## config.mk

```make
export PLATFORM = sky130hd
export DESIGN_NAME = ram_burst_master
export DESIGN_NICKNAME = d
export VERILOG_FILES = /design/src/rtl/ram_burst_master.sv
export SDC_FILE = /design/constraint.sdc
export NUM_CORES = 1
export LEC_CHECK = 0
export BUFFER_PORTS_ARGS = -buffer_cell sky130_fd_sc_hd__buf_2
export CORE_ASPECT_RATIO = 0.5
export CORE_MARGIN = 4
export CORE_UTILIZATION = 35
export CTS_CLUSTER_SIZE = 14
export DETAILED_ROUTE_END_ITERATION = 10
export GPL_ROUTABILITY_DRIVEN = 0
export GPL_TIMING_DRIVEN = 0
export HOLD_SLACK_MARGIN = 0.08
export PLACE_DENSITY = 0.6
export SLEW_MARGIN = 20
export SYNTH_ARGS = -nofsm -noshare
export SYNTH_HDL_FRONTEND = slang
export SYNTH_SLANG_ARGS = --single-unit
```

## constraint.sdc

```tcl
create_clock -name CLK -period 2.4 [get_ports CLK]
set_input_delay 0.6 -clock CLK [delete_from_list [all_inputs] [get_ports CLK]]
set_output_delay 0.6 -clock CLK [all_outputs]
set_load 0.1 [all_outputs]
```

## src/rtl/ram_burst_master.sv

```systemverilog
// Burst master in front of a single-port sync RAM; optional RAM_BURST_MASTER_STATS_EN adds stat_beats.
// Latency: writes land the cycle wd is accepted; first read beat is 3 cycles after command accept.
// Backpressure: wd_valid stalls pause writes; rd_ready low holds the 2-entry read buffer and throttles issue.
module ram_burst_master #(
  parameter int AW = 8,
  parameter int DW = 8
) (
  input  logic          CLK,
  input  logic          RST_X,
  input  logic          cmd_valid,
  output logic          cmd_ready,
  input  logic          cmd_write,
  input  logic [AW-1:0] cmd_addr,
  input  logic [7:0]    cmd_len,
  input  logic          wd_valid,
  output logic          wd_ready,
  input  logic [DW-1:0] wd_data,
  output logic          rd_valid,
  input  logic          rd_ready,
  output logic [DW-1:0] rd_data,
  output logic [AW-1:0] MEM_ADDR,
  output logic          MEM_WE,
  output logic [DW-1:0] MEM_D,
  input  logic [DW-1:0] MEM_Q,
  output logic          busy,
  output logic          done
`ifdef RAM_BURST_MASTER_STATS_EN
  ,
  output logic [15:0]   stat_beats
`endif
);

  typedef enum logic [1:0] {IDLE, WRITE, READ, DRAIN} state_t;

  state_t        state_q, state_d;
  logic [AW-1:0] addr_q, addr_d;
  logic [AW-1:0] mem_addr_q;
  logic [7:0]    iss_left_q, iss_left_d;
  logic [7:0]    rd_left_q, rd_left_d;
  logic          done_q, done_d;

  logic [DW-1:0] buf_q [2];
  logic          wr_ptr_q, rd_ptr_q;
  logic [1:0]    occ_q;
  logic          inflight_q;
  logic          can_issue, issue, push, pop;

  // Issue only while buffer entries plus the outstanding read fit in two slots.
  assign can_issue = (occ_q == 2'd0) || ((occ_q == 2'd1) && !inflight_q);
  assign push      = inflight_q;
  assign rd_valid  = (occ_q != 2'd0);
  assign rd_data   = buf_q[rd_ptr_q];
  assign pop       = rd_valid && rd_ready;
  assign MEM_D     = wd_data;
  assign busy      = (state_q != IDLE);
  assign done      = done_q;

  always_comb begin
    state_d    = state_q;
    addr_d     = addr_q;
    iss_left_d = iss_left_q;
    rd_left_d  = rd_left_q;
    done_d     = 1'b0;
    cmd_ready  = 1'b0;
    wd_ready   = 1'b0;
    MEM_WE     = 1'b0;
    MEM_ADDR   = mem_addr_q;
    issue      = 1'b0;
    if (pop) rd_left_d = rd_left_q - 8'd1;
    case (state_q)
      IDLE: begin
        cmd_ready = 1'b1;
        if (cmd_valid) begin
          state_d    = cmd_write ? WRITE : READ;
          addr_d     = cmd_addr;
          iss_left_d = cmd_len;
          rd_left_d  = cmd_len;
        end
      end
      WRITE: begin
        wd_ready = 1'b1;
        MEM_WE   = wd_valid;
        MEM_ADDR = addr_q;
        if (wd_valid) begin
          addr_d     = addr_q + AW'(1);
          iss_left_d = iss_left_q - 8'd1;
          if (iss_left_q == 8'd0) begin
            state_d = IDLE;
            done_d  = 1'b1;
          end
        end
      end
      READ: begin
        if (can_issue) begin
          issue      = 1'b1;
          MEM_ADDR   = addr_q;
          addr_d     = addr_q + AW'(1);
          iss_left_d = iss_left_q - 8'd1;
          if (iss_left_q == 8'd0) state_d = DRAIN;
        end
      end
      DRAIN: begin
        if (pop && (rd_left_q == 8'd0)) begin
          state_d = IDLE;
          done_d  = 1'b1;
        end
      end
      default: state_d = IDLE;
    endcase
  end

  always_ff @(posedge CLK) begin
    if (!RST_X) begin
      state_q    <= IDLE;
      addr_q     <= '0;
      mem_addr_q <= '0;
      iss_left_q <= '0;
      rd_left_q  <= '0;
      done_q     <= 1'b0;
      wr_ptr_q   <= 1'b0;
      rd_ptr_q   <= 1'b0;
      occ_q      <= 2'd0;
      inflight_q <= 1'b0;
    end else begin
      state_q    <= state_d;
      addr_q     <= addr_d;
      mem_addr_q <= MEM_ADDR;
      iss_left_q <= iss_left_d;
      rd_left_q  <= rd_left_d;
      done_q     <= done_d;
      inflight_q <= issue;
      if (push) wr_ptr_q <= ~wr_ptr_q;
      if (pop)  rd_ptr_q <= ~rd_ptr_q;
      case ({push, pop})
        2'b10:   occ_q <= occ_q + 2'd1;
        2'b01:   occ_q <= occ_q - 2'd1;
        default: occ_q <= occ_q;
      endcase
    end
  end

  // RAM returns data one cycle after issue; capture it straight into the buffer.
  always_ff @(posedge CLK) begin
    if (push) buf_q[wr_ptr_q] <= MEM_Q;
  end

`ifdef RAM_BURST_MASTER_STATS_EN
  logic [15:0] stat_q;
  always_ff @(posedge CLK) begin
    if (!RST_X)
      stat_q <= 16'd0;
    else if ((MEM_WE || pop) && (stat_q != 16'hFFFF))
      stat_q <= stat_q + 16'd1;
  end
  assign stat_beats = stat_q;
`endif

endmodule

```

==> impl_summary.txt <==
----------------------------------------------------
[Timing]
  Final Critical Period ... 2.38 ns
  Setup total negative slack ... 0 ns
  Number of failing hold endpoints at the final stage ... 0
  Maximum operating frequency ... 0.420 GHz
  Setup slack of the critical path after layout ... 0.0176 ns
  Fraction of the cycle the final worst path needs ... 99.3%
  Setup Viol. Count Final ... 0
  Setup repair after global routing missed its margin ... yes
  Max Clock Skew ... roughly 0.0049 ns
  Worst hold slack ... 0.457 ns
  Slew headroom ... 43.8%
  Number of max-slew violations in the final report ... 0
  Transition time at the pin with the least slew margin ... 0.835 ns

[Critical path]
  Endpoint type of the worst setup path ... output pin
  Arrival time at the worst endpoint ... 1.78 ns
  Critical path capture point ... MEM_ADDR[7]
  Data required, critical path ... between 1.5 and 2 ns
  Maximum cell stage delay along the critical path ... 0.35 ns
  Slowest cell on the critical path ... sky130_fd_sc_hd__dfxtp_4
  CP cell instances ... inv_2, ha_4, clkbuf_16, clkbuf_16, o211ai_1, buf_4, nand2_4, buf_12
  Length in cells of the worst reg-to-reg path ... 7
  Worst flop-to-flop path endpoint ... state_q[1]
  Most prevalent standard cell on the critical path ... sky130_fd_sc_hd__clkbuf_16
  Max FO, Critical Path ... 4
  Startpoint of the most critical register-to-register path ... occ_q[0]
  Kind of launch point of the worst setup path ... flop
  Type of the setup path with the least slack ... reg2out
  Worst setup startpoint ... state_q[0]
  Slack of the worst reg-to-reg path ... 0.32 ns

[Synth]
  Fraction of the yosys area taken by sequential cells ... between 40% and 50%
  Number of warnings printed during yosys synthesis ... 0
  Total of flip-flops plus latches after synthesis ... 57
  Share of flip-flops with an asynchronous set or reset after synthesis ... 0%
  Mean cell area of the mapped netlist ... 9.13 um2
  Post-synthesis cell type count ... 49
  Number of instances in the synthesized netlist ... 321
  Number of flops mapped to enable cells by yosys ... 16
  Prevailing post-synth register cell ... sky130_fd_sc_hd__dfxtp_1
  Synthesized area ... 0.00293 mm2
  Syn nets ... 372

[Floorplan]
  Vertical extent of the die ... between 70 and 80 um
  I/O pin count ... 68
  Placeable core region ... a little over 0.008 mm2
  Row Count ... 23
  Effective utilization at floorplan ... 36.3%
  Die Area ... between 0.009 and 0.01 mm2
  Width of the die ... 137 um

[Detailed routing]
  Post-DRT Antenna Nets ... 0
  Total vias in the final route ... around 2,600
  # DRC ... 0
  Routed via count divided by cell count ... 4.94
  Initial detailed-routing violation count ... about 200
  Post-detailed-routing wire length ... ~7.8 mm
  Avg WL per Cell ... 15.0 um
  First-pass DRT Iterations ... 4

[Finish]
  Area of combinational cells with multiple inputs ... about 0.0016 mm2
  Number of fill cells in the layout ... roughly 750
  Antenna diode count ... 0
  Share of final-layout standard cells stronger than drive strength 1 ... a little under two fifths
  Sequential cell area ... 0.00131 mm2
  Relative area change from synthesis to final layout ... 41.4%
  Final #Nets ... ~460

[Clocking]
  TritonCTS Buffers ... 9
  Deepest level of the CTS H-tree ... 3
  Worst-skew pair later-pin latency ... around 0.33 ns
  Buffers from clock root to sink, at most ... 2
  Clk pin slew, worst setup/hold paths ... 0.05 ns
  # clock sinks ... 57
  TritonCTS clock tree ... yes
  Cell at the root of the clock tree ... sky130_fd_sc_hd__clkbuf_16

[Outcome]
  Result of the run ... complete, no violations

[Global routing]
  Tot GR Track Use ... between 15 and 20%
  Number of antenna violations at the first check in global routing ... 0
  Largest net degree at the start of global routing ... 13
  First-pass GRT wire length ... 12.3 mm
  Number of global-route vias before repair ... between 2,000 and 2,500
  Overall overflow remaining after global route ... 0

[Pwr]
  Power density cells ... 1640 mW/mm2
  Static Leak ... approximately 1.7 nW
  PnR Total Power ... 6.80 mW
  Largest vdd supply drop ... 0.673 mV

[Place]
  IO buf count ... 58
  HPWL reported at the end of detailed placement ... 5.42 mm
  Worst slack at placement ... -0.659 ns

[Job]
  Max-cap viol count ... 0

[Min path]
  Hold Path Class ... in2reg

----------------------------------------------------
==> area by class of cell <==
class                      count  area share (%)
tap                          112            3.38
inverter                      20            2.02
clock buffer                  10            5.52
timing repair buffer          74            13.2
sequential                    57            31.7
clock inverter                 6            2.60
buffer                        22            3.83
multi-input combinational    220            37.8
==> Yosys cell counts, drive strengths merged, types with 3 or more instances <==
cell | number | share of area, %
nor4 | 4 | 0.85
o211ai | 13 | 3.3
and2 | 3 | 0.64
nor2b | 6 | 1.3
nor3 | 4 | 0.68
xor2 | 7 | 2.1
inv | 20 | 2.6
o21a | 3 | 0.77
edfxtp | 16 | 16
a211oi | 8 | 2.0
nand2b | 4 | 0.94
ha | 13 | 5.5
buf | 12 | 2.6
nand3 | 8 | 1.4
mux2 | 9 | 3.5
o32ai | 4 | 1.2
nor2 | 18 | 2.3
o22ai | 4 | 0.85
o21ai | 11 | 1.9
a21oi | 27 | 4.6
clkbuf | 13 | 1.7
nand2 | 42 | 5.4
mux2i | 4 | 1.4
dfxtp | 41 | 28
xnor2 | 4 | 1.2
==> timing repair <==
action                     4_1_cts  5_1_grt
setup buffers                   12        4
cloned                           1        0
hold endpoints to repair         0        0
pin swaps                        7        8
hold buffers                     0        0
setup endpoints to repair        9       12
resized for setup               67        9
==> cell families (layout without fill, tap and decap cells) <==
logic type | count (synthesis) | in the layout | synth area share, %
compound gates | 81 | 82 | 18.1
xor+xnor | 11 | 11 | 3.29
fa+ha+maj | 13 | 13 | 5.55
buf+inv | 45 | 132 | 6.87
flops | 57 | 57 | 44.4
mux | 13 | 13 | 4.82
simple gates | 101 | 101 | 17.0
==> worst max-delay path: cells and delay by family, from the launching register on <==
kind,cells,cell delay (ns)
fa+ha+maj,1,0.29
flops,1,0.35
buf+inv,5,0.65
simple gates,1,0.07
compound gates,1,0.09
==> power by group <==
| group | leakage, nW | switching (mW) | internal, mW |
|---|---|---|---|
| Combinational | 1.03 | 2.40 | 1.43 |
| Sequential | 0.483 | 0.253 | 1.27 |
| Clock | 0.162 | 0.441 | 1.01 |
==> state kept, by name (all words and copies together) (netlist names), 2 cells and up, named ones only <==
register,count
mem_addr_q,8
addr_q,8
buf_q,16
rd_left_q,8
state_q,2
occ_q,2
iss_left_q,8
==> per-layer routing <==
layer / GRT usage (%) / share of wire (%) / up-vias
li1: - / - / 1304
met1: 19.8 / 45 / 1183
met2: 26.0 / 46 / 73
met3: 5.37 / 7.2 / 14
met4: 6.31 / 1.5 / 0
met5: 0 / 0 / -
==> metrics by stage <==
step / area (um2) / std cells / util (%)
after CTS: 4100 / 518 / 50.7
after floorplan: 2970 / 321 / -
after detailed placement: 3400 / 491 / 42.1
after global placement: 3400 / 491 / 42.1
after global routing: 4150 / 521 / 51.3
final: 4150 / 521 / 51.3
==> how the worst min path moves through the flow <==
| stage | slack, ns | cells past startpoint | end | startpoint |
|---|---|---|---|---|
| 5_1_grt | 0.44 | 1 | buf_q[0][3] | MEM_Q[3] |
| 3_3_place_gp | 0.47 | 2 | mem_addr_q[1] | mem_addr_q[1] |
| 2_1_floorplan | 0.44 | 2 | iss_left_q[6] | iss_left_q[6] |
| 4_1_cts | 0.44 | 1 | buf_q[0][3] | MEM_Q[3] |
| 6_report | 0.46 | 1 | buf_q[0][4] | MEM_Q[4] |
| 3_5_place_dp | 0.46 | 2 | iss_left_q[6] | iss_left_q[6] |
==> placed cells by master (no fill, tap or decap), types with 3 or more instances in the layout <==
cell type / Yosys / routed
sky130_fd_sc_hd__o211ai_1: 13 / 13
sky130_fd_sc_hd__nand2_1: 42 / 26
sky130_fd_sc_hd__ha_4: 0 / 3
sky130_fd_sc_hd__dfxtp_4: 0 / 3
sky130_fd_sc_hd__a211oi_1: 8 / 8
sky130_fd_sc_hd__o22ai_1: 4 / 4
sky130_fd_sc_hd__nor4_1: 4 / 4
sky130_fd_sc_hd__o21ai_0: 10 / 10
sky130_fd_sc_hd__mux2i_1: 4 / 4
sky130_fd_sc_hd__mux2_2: 9 / 9
sky130_fd_sc_hd__a21oi_1: 27 / 27
sky130_fd_sc_hd__bufinv_16: 0 / 3
sky130_fd_sc_hd__buf_4: 8 / 24
sky130_fd_sc_hd__inv_2: 2 / 3
sky130_fd_sc_hd__o32ai_1: 4 / 4
sky130_fd_sc_hd__ha_1: 13 / 8
sky130_fd_sc_hd__clkbuf_1: 13 / 8
sky130_fd_sc_hd__nand3_1: 8 / 8
sky130_fd_sc_hd__xnor2_1: 4 / 4
sky130_fd_sc_hd__and2_1: 3 / 3
sky130_fd_sc_hd__buf_2: 2 / 52
sky130_fd_sc_hd__nand2b_1: 3 / 3
sky130_fd_sc_hd__nor3_1: 4 / 4
sky130_fd_sc_hd__edfxtp_1: 16 / 16
sky130_fd_sc_hd__nor2_1: 18 / 18
sky130_fd_sc_hd__buf_12: 0 / 9
sky130_fd_sc_hd__nor2b_1: 6 / 5
sky130_fd_sc_hd__nand2_2: 0 / 14
sky130_fd_sc_hd__inv_1: 18 / 14
sky130_fd_sc_hd__xor2_1: 7 / 7
sky130_fd_sc_hd__dfxtp_1: 41 / 37
sky130_fd_sc_hd__clkbuf_16: 0 / 11
No activity file was read; power rests on OpenSTA's default activity.
